<file path="src/rtl/decoder_scan_sequencer_if.sv">
// Command and decoder-drive signals between a scan controller and its requester.
// The requester drives the master side; the sequencer drives the slave side.
interface decoder_scan_sequencer_if #(
    parameter int unsigned DWELL_W = 8
);
    logic               start;
    logic               stop;
    logic               mode;
    logic [7:0]         ch_mask;
    logic [DWELL_W-1:0] dwell;
    logic [2:0]         sel;
    logic               en;
    logic               busy;
    logic               pass_done;

    modport master (
        output start, stop, mode, ch_mask, dwell,
        input  sel, en, busy, pass_done
    );

    modport slave (
        input  start, stop, mode, ch_mask, dwell,
        output sel, en, busy, pass_done
    );
endinterface

</file>
<file path="src/rtl/decoder_scan_sequencer.sv">
// Channel-scan controller feeding a 3-to-8 decoder: visits enabled mask channels in
// ascending order, dwell+1 cycles each, separated by a single blanking cycle.
module decoder_scan_sequencer #(
    parameter int unsigned DWELL_W = 8
) (
    input  logic                       clk,
    input  logic                       rst,
    decoder_scan_sequencer_if.slave    bus
);
    localparam int unsigned CH_N  = 8;
    localparam int unsigned SEL_W = 3;

    typedef enum logic [1:0] {
        IDLE  = 2'd0,
        DWELL = 2'd1,
        BLANK = 2'd2
    } state_t;

    state_t             state_q, state_d;
    logic [SEL_W-1:0]   sel_q, sel_d;
    logic [DWELL_W-1:0] cnt_q, cnt_d;
    logic [DWELL_W-1:0] dwell_q, dwell_d;
    logic [CH_N-1:0]    mask_q, mask_d;
    logic               mode_q, mode_d;
    logic               en_q, en_d;
    logic               busy_q, busy_d;
    logic               pass_q, pass_d;
    logic [SEL_W:0]     nxt_ch;

    // Index of the lowest set bit (0 when the mask is empty).
    function automatic logic [SEL_W-1:0] lowest_ch(input logic [CH_N-1:0] m);
        lowest_ch = '0;
        for (int i = int'(CH_N) - 1; i >= 0; i--) begin
            if (m[i]) lowest_ch = SEL_W'(i);
        end
    endfunction

    // {found, index} of the nearest set bit strictly above cur.
    function automatic logic [SEL_W:0] next_ch(input logic [CH_N-1:0] m,
                                                input logic [SEL_W-1:0] cur);
        next_ch = '0;
        for (int i = int'(CH_N) - 1; i >= 0; i--) begin
            if (m[i] && (i > int'(cur))) next_ch = {1'b1, SEL_W'(i)};
        end
    endfunction

    always_comb nxt_ch = next_ch(mask_q, sel_q);

    always_ff @(posedge clk or posedge rst) begin
        if (rst) begin
            state_q <= IDLE;
            sel_q   <= '0;
            cnt_q   <= '0;
            dwell_q <= '0;
            mask_q  <= '0;
            mode_q  <= 1'b0;
            en_q    <= 1'b0;
            busy_q  <= 1'b0;
            pass_q  <= 1'b0;
        end else begin
            state_q <= state_d;
            sel_q   <= sel_d;
            cnt_q   <= cnt_d;
            dwell_q <= dwell_d;
            mask_q  <= mask_d;
            mode_q  <= mode_d;
            en_q    <= en_d;
            busy_q  <= busy_d;
            pass_q  <= pass_d;
        end
    end

    always_comb begin
        state_d = state_q;
        sel_d   = sel_q;
        cnt_d   = cnt_q;
        dwell_d = dwell_q;
        mask_d  = mask_q;
        mode_d  = mode_q;
        pass_d  = 1'b0;

        unique case (state_q)
            IDLE: begin
                if (bus.start && !bus.stop && (bus.ch_mask != '0)) begin
                    mask_d  = bus.ch_mask;
                    dwell_d = bus.dwell;
                    mode_d  = bus.mode;
                    sel_d   = lowest_ch(bus.ch_mask);
                    cnt_d   = '0;
                    state_d = DWELL;
                end
            end
            DWELL: begin
                if (bus.stop) begin
                    state_d = IDLE;
                end else if (cnt_q != dwell_q) begin
                    cnt_d = cnt_q + DWELL_W'(1);
                end else if (nxt_ch[SEL_W]) begin
                    sel_d   = nxt_ch[SEL_W-1:0];
                    cnt_d   = '0;
                    state_d = BLANK;
                end else begin
                    // End of pass: wrap for continuous mode, otherwise park on the last channel.
                    pass_d = 1'b1;
                    if (mode_q) begin
                        sel_d   = lowest_ch(mask_q);
                        cnt_d   = '0;
                        state_d = BLANK;
                    end else begin
                        state_d = IDLE;
                    end
                end
            end
            BLANK: begin
                state_d = bus.stop ? IDLE : DWELL;
            end
            default: state_d = IDLE;
        endcase

        en_d   = (state_d == DWELL);
        busy_d = (state_d != IDLE);
    end

    assign bus.sel       = sel_q;
    assign bus.en        = en_q;
    assign bus.busy      = busy_q;
    assign bus.pass_done = pass_q;
endmodule

</file>
<file path="src/flat_wrapper.sv">
// flat-port wrapper written by rule: the top's interface ports become plain ports
module decoder_scan_sequencer_flat 
#(
    parameter int unsigned DWELL_W = 8
)
  (clk, rst, bus_start, bus_stop, bus_mode, bus_ch_mask, bus_dwell, bus_sel, bus_en, bus_busy, bus_pass_done);
  decoder_scan_sequencer_if #(.DWELL_W(DWELL_W)) bus_i ();
  input  logic clk;
  input  logic rst;
  input wire logic [$bits(bus_i.start)-1:0] bus_start;
  input wire logic [$bits(bus_i.stop)-1:0] bus_stop;
  input wire logic [$bits(bus_i.mode)-1:0] bus_mode;
  input wire logic [$bits(bus_i.ch_mask)-1:0] bus_ch_mask;
  input wire logic [$bits(bus_i.dwell)-1:0] bus_dwell;
  output wire logic [$bits(bus_i.sel)-1:0] bus_sel;
  output wire logic [$bits(bus_i.en)-1:0] bus_en;
  output wire logic [$bits(bus_i.busy)-1:0] bus_busy;
  output wire logic [$bits(bus_i.pass_done)-1:0] bus_pass_done;
  assign bus_i.start = bus_start;
  assign bus_i.stop = bus_stop;
  assign bus_i.mode = bus_mode;
  assign bus_i.ch_mask = bus_ch_mask;
  assign bus_i.dwell = bus_dwell;
  assign bus_sel = bus_i.sel;
  assign bus_en = bus_i.en;
  assign bus_busy = bus_i.busy;
  assign bus_pass_done = bus_i.pass_done;
  decoder_scan_sequencer #(.DWELL_W(DWELL_W)) u_core (.clk(clk), .rst(rst), .bus(bus_i));
endmodule
</file>
<file path="config.mk">
export PLATFORM = sky130hd
export DESIGN_NAME = decoder_scan_sequencer_flat
export DESIGN_NICKNAME = d
export VERILOG_FILES = /design/src/rtl/decoder_scan_sequencer_if.sv /design/src/rtl/decoder_scan_sequencer.sv /design/src/flat_wrapper.sv
export SDC_FILE = /design/constraint.sdc
export NUM_CORES = 1
export LEC_CHECK = 0
export CAP_MARGIN = 20
export CORE_ASPECT_RATIO = 1.1
export CORE_UTILIZATION = 54
export CTS_CLUSTER_SIZE = 24
export DETAILED_ROUTE_END_ITERATION = 8
export PLACE_DENSITY = 0.79
export SLEW_MARGIN = 20
export SYNTH_ARGS = -nofsm -noshare
export SYNTH_HDL_FRONTEND = slang
export SYNTH_SLANG_ARGS = --single-unit
export TNS_END_PERCENT = 100
</file>
<file path="constraint.sdc">
create_clock -name clk -period 2.49 [get_ports clk]
set_input_delay 0.498 -clock clk [delete_from_list [all_inputs] [get_ports clk]]
set_output_delay 0.498 -clock clk [all_outputs]
set_load 0.02 [all_outputs]
</file>
* Yosys cells after proc, flatten, opt, wreduce, memory -nomap -nowiden *
Cells that the tools add are included.

operators by class
  add/subtract/negate cells = 1
  muxes and demuxes = 46
  eq/ne operators = 9
  reductions and logical operators = 17
  order comparisons = 7

operators with widths
  kind                                                   count
  2-to-1 mux 3 bit                                       21
  2-to-1 mux 8 bit                                       5
  2-to-1 mux 4 bit                                       7
  one-hot mux 8 bit (2 select lines)                     1
  > comparator 3 bit, first input constant               4
  2-to-1 mux 2 bit                                       5
  logical AND 1 bit                                      9
  adder 8 x 1 -> 8 bit, second input constant            1
  inequality test 8 bit                                  1
  nonzero test 8 bit                                     1
  > comparator 2 x 3 -> 1 bit, first input constant      2
  one-hot mux 2 bit (3 select lines)                     1
  one-hot mux 3 bit (2 select lines)                     1
  2-to-1 mux 1 bit                                       5
  AND reduction 5 bit                                    1
  equality test 2 x 1 -> 1 bit, second input constant    2
  inequality test 2 bit, second input constant           2
  inequality test 4 x 1 -> 1 bit, second input constant  1
  AND reduction 4 bit                                    1
  nonzero test 2 bit                                     2
  > comparator 1 x 3 -> 1 bit, first input constant      1
  inequality test 3 x 1 -> 1 bit, second input constant  1
  equality test 2 bit, second input constant             1
  zero test 2 bit                                        1
  other kinds (3)                                        3

word-level totals
  bits of input ports = 21
  register bits after elaboration = 33
  output and inout port bits = 6
  word-level logic and storage cells = 89

* Depth between registers and ports, before layout *
Gate-level depths: netlist of the first run.

  word-level depth = 14
  gate-level depth with buffers = 7
  mapped depth without buffers = 6

* Worst setup path after synthesis of the first run *
Ideal clock, no wire load.

  path type = input-to-reg
  start point = input bus_ch_mask[4]
  end point = register u_core.sel_q[1] (netlist: u_core.bus.sel[1])
  arrival time = 1.872 ns
  stages = 6
  library setup time = 0.125 ns
  path buffers = 0
  path slack = 0.493 ns
  required time = 2.365 ns
  cells stage by stage = or4_4 o21ai_2 a21boi_1 o31ai_4 a21oi_2 mux2_4

on the way
  word-level cells in the longest chain between the ends = 7
  elaborated cells between the ends (all ways) = 11
  those cells by class = eq/ne: 1; mux: 7; reduce/logical: 3

RTL lines
  item                                RTL line                      RTL
  start, declared                     flat_wrapper.sv:13            input wire logic [$bits(bus_i.ch_mask)-1:0] bus_ch_mask;
  2-to-1 mux 3 bit (5 in a row)       decoder_scan_sequencer.sv:34  if (m[i]) lowest_ch = SEL_W'(i);
  2-to-1 mux 3 bit                    decoder_scan_sequencer.sv:84  if (bus.start && !bus.stop && (bus.ch_mask != '0)) begin
  one-hot mux 3 bit (2 select lines)  decoder_scan_sequencer.sv:82  unique case (state_q)
  end signal, assigned                decoder_scan_sequencer.sv:62  sel_q <= sel_d;
  end, declared                       decoder_scan_sequencer.sv:20  logic [SEL_W-1:0] sel_q, sel_d;

Parallel ways exist; a longest one is shown, timed or not. The select of a mux whose other input is x is not followed.
A chain may end at the register's enable or synchronous reset.

* Worst setup path in the final report of the first run *
  start point = input bus_ch_mask[0]
  end point = register u_core.sel_q[1] (netlist: u_core.bus.sel[1])

on the way
  word-level cells in the longest chain between the ends = 4
  elaborated cells between the ends (all ways) = 7
  those cells by class = eq/ne: 1; mux: 3; reduce/logical: 3

RTL lines
  item                                      RTL line
  nonzero test 8 bit                        decoder_scan_sequencer.sv:84
  logical AND 1 bit                         decoder_scan_sequencer.sv:84
  inequality test 2 x 1 -> 1 bit (no line)  --
  AND reduction 5 bit (no line)             --

Parallel ways exist; a longest one is shown, timed or not. The select of a mux whose other input is x is not followed.

==> results of run 1 <==
logic make-up (layout without fill, tap and decap cells):
logic type | Yosys count | count (layout)
flip-flops | 33 | 33
adder cells (fa/ha/maj) | 1 | 1
multiplexers | 9 | 9
XOR/XNOR | 8 | 8
buffers and inverters | 12 | 54
AO/OA/AOI/OAI | 50 | 50
AND/OR/NAND/NOR | 89 | 89
routing by layer:
| layer | part of all wire (%) | vias to the layer above |
|---|---|---|
| met5 | 0 | - |
| met4 | 2.2 | 0 |
| met3 | 4.0 | 11 |
| met2 | 47 | 52 |
| met1 | 47 | 807 |
| li1 | - | 805 |
final cells by class:
cell class | instances | area share (%)
clock buffers | 7 | 1.980
clock inverters | 1 | 0.3300
inverters | 7 | 1.155
multi-input cells | 157 | 42.63
flip-flops and latches | 33 | 36.30
well taps | 34 | 1.870
repair buffers | 39 | 15.73
registers in the layout, summed over array words and instances (netlist names):
register / count
u_core.bus.busy: 1
u_core.bus.pass_done: 1
u_core.state_q: 2
u_core.mode_q: 1
u_core.cnt_q: 8
u_core.bus.en: 1
u_core.bus.sel: 3
u_core.dwell_q: 8
u_core.mask_q: 8
per-stage QoR:
| stage | hold slack, ns | TNS (ns) | area (sq um) | power [uW] |
|---|---|---|---|---|
| after floorplan | 0.4665 | 0 | 1856 | 1026 |
| after global placement | 0.4870 | 0 | 2222 | 1174 |
| after global routing | 0.5425 | 0 | 2275 | 1579 |
| after CTS | 0.5098 | 0 | 2275 | 1489 |
| after detailed placement | 0.4844 | -0.01358 | 2222 | 1202 |
| final | 0.5067 | 0 | 2275 | 1492 |
cell usage in the layout, fill, tap and decap left out, types with 2 or more instances in the layout:
cell,n
o21bai_1,2
clkdlybuf4s50_1,26
nor2b_1,3
nor3b_1,2
nand2b_1,5
clkbuf_4,5
a21boi_0,2
o31ai_1,4
nor2_1,15
nand3_1,5
o21ai_0,16
mux2_2,7
buf_4,13
dfrtp_1,33
clkbuf_1,2
nor4_1,3
a21oi_1,8
and3_1,3
xnor2_1,8
o41ai_1,2
inv_1,6
nor3_1,5
nand4_1,4
a31oi_1,5
nand2_1,36
power groups by stage:
stage,sequential [uW],combinational (uW),clock [uW]
3_5_place_dp,737,465,0
4_1_cts,726,467,297
6_report,731,468,293
2_1_floorplan,715,311,0
5_1_grt,742,517,320
3_3_place_gp,729,445,0
worst max-delay path: stages:
cell and delay, ns:
clkdlybuf4s50_1 0.43, or4_1 0.59, o21ai_2 0.23, a21boi_1 0.16, o31ai_4 0.09, a21oi_2 0.08
mux2_4 0.31
worst paths after layout:
| kind | startpoint | end | slack [ns] | depth (start not counted) |
|---|---|---|---|---|
| min in group asynchronous | rst | u_core.mask_q[7] | 0.52 | 3 |
| max reg2reg | u_core.bus.sel[1] | u_core.bus.sel[1] | 0.50 | 6 |
| max in group asynchronous | rst | u_core.bus.sel[0] | 1.66 | 3 |
| min reg2reg | u_core.dwell_q[6] | u_core.dwell_q[6] | 0.51 | 2 |
| min | u_core.dwell_q[6] | u_core.dwell_q[6] | 0.51 | 2 |
| max | bus_ch_mask[0] | u_core.bus.sel[1] | 0.33 | 7 |
==> results.py, run 1 <==
metrics = {
    "run_status": {
        "outcome": "complete, but fails checks",
        "violations": "DRC",
    },
    "synth": {
        "yosys-top-cells-area": "dfrtp_1 (45%), nand2_1 (7.3%), o21ai_0 (4.3%), mux2_2 (4.2%), xnor2_1 (3.8%)",
        "synth_area_leader_cell": "dfrtp_1",
        "seq_area_frac_synth_pct": 44.50,
        "synth_cells": 202,
        "syn-num-nets": 224,
        "synth-edff-count": 0,
        "yosysMostFrequentCell": "nand2_1",
        "netlist_area_sq_um": 1856,
        "synth_top_family_by_area": "simple AND/OR/NAND/NOR gates",
        "synth-warning-count": 0,
        "synthSimpleGateAreaFrac_pct": 24.48,
        "yosys.area_share.adder_pct": 0.6743,
        "synth_xor_area_share_pct": 3.776,
        "netlist_top_cells_count": "nand2_1 (36), dfrtp_1 (33), o21ai_0 (16), nor2_1 (15)",
        "synthFlopType": "dfrtp_1",
        "yosys-mux-area-fraction_pct": 5.597,
        "ys_async_sr_fraction_pct": 100.0,
        "ys_ff_latch": 33,
        "synth_compound_area_share_pct": 17.73,
        "synth_top_area_share_pct": 44.50,
        "synth_cell_type_count": 47,
        "syn_avg_cell_area_sq_um": 9.186,
    },
    "detailed_routing": {
        "drt-vias-per-instance": 6.025,
        "drtIter0Drc": 101,
        "num_vias": 1675,
        "wirelength_mm": 4.227,
        "ant_nets": 0,
        "first_pass_iters": 8,
        "detail_route.wl_per_cell_um": 15.21,
        "drc": 1,
    },
    "cells_and_area": {
        "fin_nets": 265,
        "area_growth_pct": 22.59,
        "fill_cells": 260,
        "antennaDiodeCount": 0,
        "multiInputGateArea_sq_um": 969.7,
        "instances_no_fill": 278,
        "postLayoutCoreUtil_pct": 72.14,
        "ff_latch_area_sq_um": 825.8,
        "drive_gt1_share_pct": 14.75,
    },
    "global_routing": {
        "groute.usage.overall_pct": 26.12,
        "overflow": 0,
        "grt_pass1_vias": 1655,
        "antenna_found_initial": 0,
        "grt_start_max_net_pins": 34,
        "top_usage_layer": "met2",
        "use_met3_pct": 4.723,
        "met2_usage_pct": 40.52,
        "gr-usage-met1_pct": 35.59,
        "grt_pass1_wl_mm": 7.424,
    },
    "clocking": {
        "clk_path_buf_depth": 2,
        "clock-root-buffer": "clkbuf_4",
        "cts.sinks": 33,
        "postCtsSetupBuffers": 0,
        "clk_latency_ns": 0.34,
        "cts_tree": "built",
        "cts_resized": 0,
        "path_clk_slew_ns": 0.10,
        "cts_hold_buf": 0,
        "h-tree-depth": 2,
        "cts_buffers": 5,
    },
    "placed_design": {
        "placed_cells": 270,
        "dp_hpwl_mm": 3.230,
        "post-place-ws_ns": -0.01358,
        "io_buffers": 26,
        "gp_congestion": 0.8394,
    },
    "sta": {
        "hold_viol_final": 0,
        "layout_setup_ws_ns": 0.3346,
        "clock_skew_ns": 0.008290,
        "finalSetupViolCount": 0,
        "min_period_over_period_pct": 86.56,
        "min_period_ns": 2.155,
        "max_slew_margin_pct": 66.41,
        "worst_pin_slew_ns": 0.5004,
        "rsz0062_at_grt": "false",
        "drv_slew": 0,
        "max_freq_ghz": 0.4640,
    },
    "pwr": {
        "swShare_pct": 35.70,
        "power_leakage_uw": 0.0009628,
        "seqPwrFrac_pct": 49.0,
        "p_int_uw": 959.0,
        "peakVddDrop_mv": 0.3949,
        "p_switching_uw": 532.5,
        "combPwrFrac_pct": 31.4,
        "p_per_area_nw_per_um2": 655.7,
        "pwr-share-clk_pct": 19.6,
    },
    "setup_path": {
        "crit_path_start_kind": "input pin",
        "cp_max_fo": 3,
        "critPathRequiredTime_ns": 2.72,
        "worstSetupPathType": "input pin to flop",
        "critical_path_arrival_ns": 2.38,
        "crit_path_end_kind": "flop",
    },
    "worst_hold_path": {
        "worstHoldPathType": "flop to flop",
    },
    "floorplan": {
        "die_area_sq_um": 3675,
        "start_util_pct": 58.85,
        "coreArea_sq_um": 3153,
        "die_x_um": 57.89,
        "die_h_um": 63.48,
        "pin_count": 27,
        "num_rows": 21,
    },
    "run": {
        "max_cap_violations": 0,
    },
}
(Power assumes the default switching activity.)
==> run 2: changes to the inputs <==
- CELL_PAD_IN_SITES_DETAIL_PLACEMENT: unset -> 0
- CELL_PAD_IN_SITES_GLOBAL_PLACEMENT: unset -> 1
- CORE_UTILIZATION: 54 -> 41
- PLACE_DENSITY: 0.79 -> unset
- PLACE_DENSITY_LB_ADDON: unset -> 0.1
- clock period: 2.49 -> 2.4 ns (I/O delays scaled with it)
==> run 2 against run 1 <==
Sequential share of layout area shrank 1.2 points. Largest power group unchanged. Worst hold slack worse by 0.010 ns. Design area grew 3.3%. Global-route usage shrank 5.0 points. Power is 10% higher. Setup slack got worse by 0.11 ns. Sequential cell count did not move. Core utilization decreased by 18 points. The flow now finishes without violations.
==> results.py, run 2 (synthesis results as in run 1) <==
metrics = {
    "run_status": {
        "outcome": "complete, no violations",
    },
    "clocking": {
        "clock-root-buffer": "clkbuf_8",
        "clk_path_buf_depth": 2,
        "cts.sinks": 33,
        "clk_latency_ns": 0.28,
        "cts_resized": 0,
        "h-tree-depth": 2,
        "path_clk_slew_ns": 0.07,
        "cts_hold_buf": 0,
        "cts_tree": "built",
        "postCtsSetupBuffers": 0,
        "cts_buffers": 5,
    },
    "global_routing": {
        "antenna_found_initial": 0,
        "grt_start_max_net_pins": 34,
        "top_usage_layer": "met2",
        "grt_pass1_wl_mm": 7.617,
        "overflow": 0,
        "grt_pass1_vias": 1632,
        "groute.usage.overall_pct": 21.09,
        "met2_usage_pct": 34.81,
        "gr-usage-met1_pct": 26.71,
        "use_met3_pct": 6.132,
    },
    "detailed_routing": {
        "first_pass_iters": 4,
        "num_vias": 1611,
        "drc": 0,
        "wirelength_mm": 4.263,
        "ant_nets": 0,
        "detail_route.wl_per_cell_um": 14.26,
        "drtIter0Drc": 106,
        "drt-vias-per-instance": 5.388,
    },
    "placed_design": {
        "gp_congestion": 0.8276,
        "dp_hpwl_mm": 3.261,
        "placed_cell_area_sq_um": 2267,
        "io_buffers": 26,
    },
    "floorplan": {
        "start_util_pct": 42.99,
        "coreArea_sq_um": 4317,
        "die_h_um": 72.56,
        "die_area_sq_um": 4799,
        "pin_count": 27,
        "num_rows": 25,
        "die_x_um": 66.14,
    },
    "cells_and_area": {
        "final_area_sq_um": 2350,
        "postLayoutCoreUtil_pct": 54.43,
        "largestRegisters": "u_core.cnt_q (8), u_core.dwell_q (8), u_core.mask_q (8)",
        "area_growth_pct": 26.63,
        "antennaDiodeCount": 0,
        "multiInputGateArea_sq_um": 969.7,
        "fill_cells": 393,
        "fin_nets": 266,
        "drive_gt1_share_pct": 15.51,
        "layout_commonest_cell": "nand2_1",
        "ff_latch_area_sq_um": 825.8,
        "layout_common_cells": "nand2_1 (36), dfrtp_1 (33), clkdlybuf4s50_1 (26), o21ai_0 (16), nor2_1 (15)",
    },
    "setup_path": {
        "cp_slowest_cell": "or4_4",
        "cp_max_fo": 3,
        "critPathRequiredTime_ns": 2.57,
        "path_cells": "clkdlybuf4s50_1 -> or4_4 -> o21ai_2 -> a21boi_1 -> o31ai_4 -> a21oi_2 -> mux2_4",
        "crit_path_start_kind": "input pin",
        "worstSetupPathType": "input pin to flop",
        "critical_path_arrival_ns": 2.34,
        "crit_path_end_kind": "flop",
        "cpPeakStageDelay_ns": 0.55,
    },
    "pwr": {
        "power_leakage_uw": 0.0009928,
        "pwr-share-clk_pct": 24.4,
        "seqPwrFrac_pct": 46.0,
        "peakVddDrop_mv": 0.3113,
        "swShare_pct": 34.04,
        "p_switching_uw": 559.9,
        "combPwrFrac_pct": 29.5,
        "p_int_uw": 1085,
        "p_per_area_nw_per_um2": 700.0,
    },
    "sta": {
        "finalSetupViolCount": 0,
        "min_period_ns": 2.171,
        "finalSetupTns_ns": 0,
        "max_freq_ghz": 0.4607,
        "min_period_over_period_pct": 90.44,
        "rsz0062_at_grt": "false",
        "hold_viol_final": 0,
        "max_slew_margin_pct": 58.81,
        "drv_slew": 0,
        "clock_skew_ns": 0.008215,
        "worst_pin_slew_ns": 0.6133,
    },
    "run": {
        "max_cap_violations": 0,
    },
    "worst_hold_path": {
        "worstHoldPathType": "flop to flop",
    },
}
==> run 2: cell types whose count changed in the layout (fill, tap and decap cells not counted), sizes merged <==
cell      before  now
clkinvlp       1    0
clkbuf         7    6
buf           13   14
clkinv         0    2
==> run 2: per-layer routing <==
metal | share of wire, % | vias to the layer above
met5 | 0 | -
met4 | 1.8 | 0
met3 | 2.6 | 8
met2 | 49 | 31
met1 | 46 | 761
li1 | - | 811
==> run 2: layout make-up <==
| class | instances | area share (%) |
|---|---|---|
| Clock buffer | 6 | 3.088 |
| Clock inverter | 2 | 0.4260 |
| Inverter | 7 | 1.118 |
| Multi-Input combinational cell | 157 | 41.27 |
| Sequential cell | 33 | 35.14 |
| Tap cell | 54 | 2.875 |
| Timing Repair Buffer | 40 | 16.08 |
==> run 2: worst max-delay path, delay by kind of cell <==
family          cells  cell delay [ns]
simple gates        1             0.55
compound gates      4             0.57
mux                 1             0.32
buf+inv             1             0.42
==> run 2: path summary, 6_finish.rpt <==
| path | startpoint | endpoint | slack, ns | depth (start not counted) |
|---|---|---|---|---|
| setup reg to reg | u_core.cnt_q[2] | u_core.bus.sel[1] | 0.42 | 6 |
| hold reg to reg | u_core.dwell_q[1] | u_core.dwell_q[1] | 0.50 | 2 |
| hold / removal | u_core.dwell_q[1] | u_core.dwell_q[1] | 0.50 | 2 |
| min in group asynchronous | rst | u_core.bus.en | 0.58 | 3 |
| setup / recovery | bus_ch_mask[4] | u_core.bus.sel[1] | 0.23 | 7 |
| max in group asynchronous | rst | u_core.dwell_q[7] | 1.51 | 3 |
==> run 2: per-stage QoR <==
stage / cells / hold slack [ns] / setup WS (ns) / total power [uW]
6_report: 299 / 0.4966 / 0.2294 / 1645
5_1_grt: 299 / 0.5279 / 0.1521 / 1764
4_1_cts: 299 / 0.5012 / 0.2318 / 1660
3_5_place_dp: 291 / 0.4862 / -0.06907 / 1255
3_3_place_gp: 291 / 0.4804 / -0.02357 / 1237
2_1_floorplan: 202 / 0.4665 / 0.4205 / 1064
==> run 2: power groups by stage <==
stage	clock [uW]	sequential (uW)	combinational, uW
finish	402	757	486
global route	447	774	542
CTS	414	755	491
detailed placement	0	767	488
global placement	0	763	475
floorplan	0	741	323
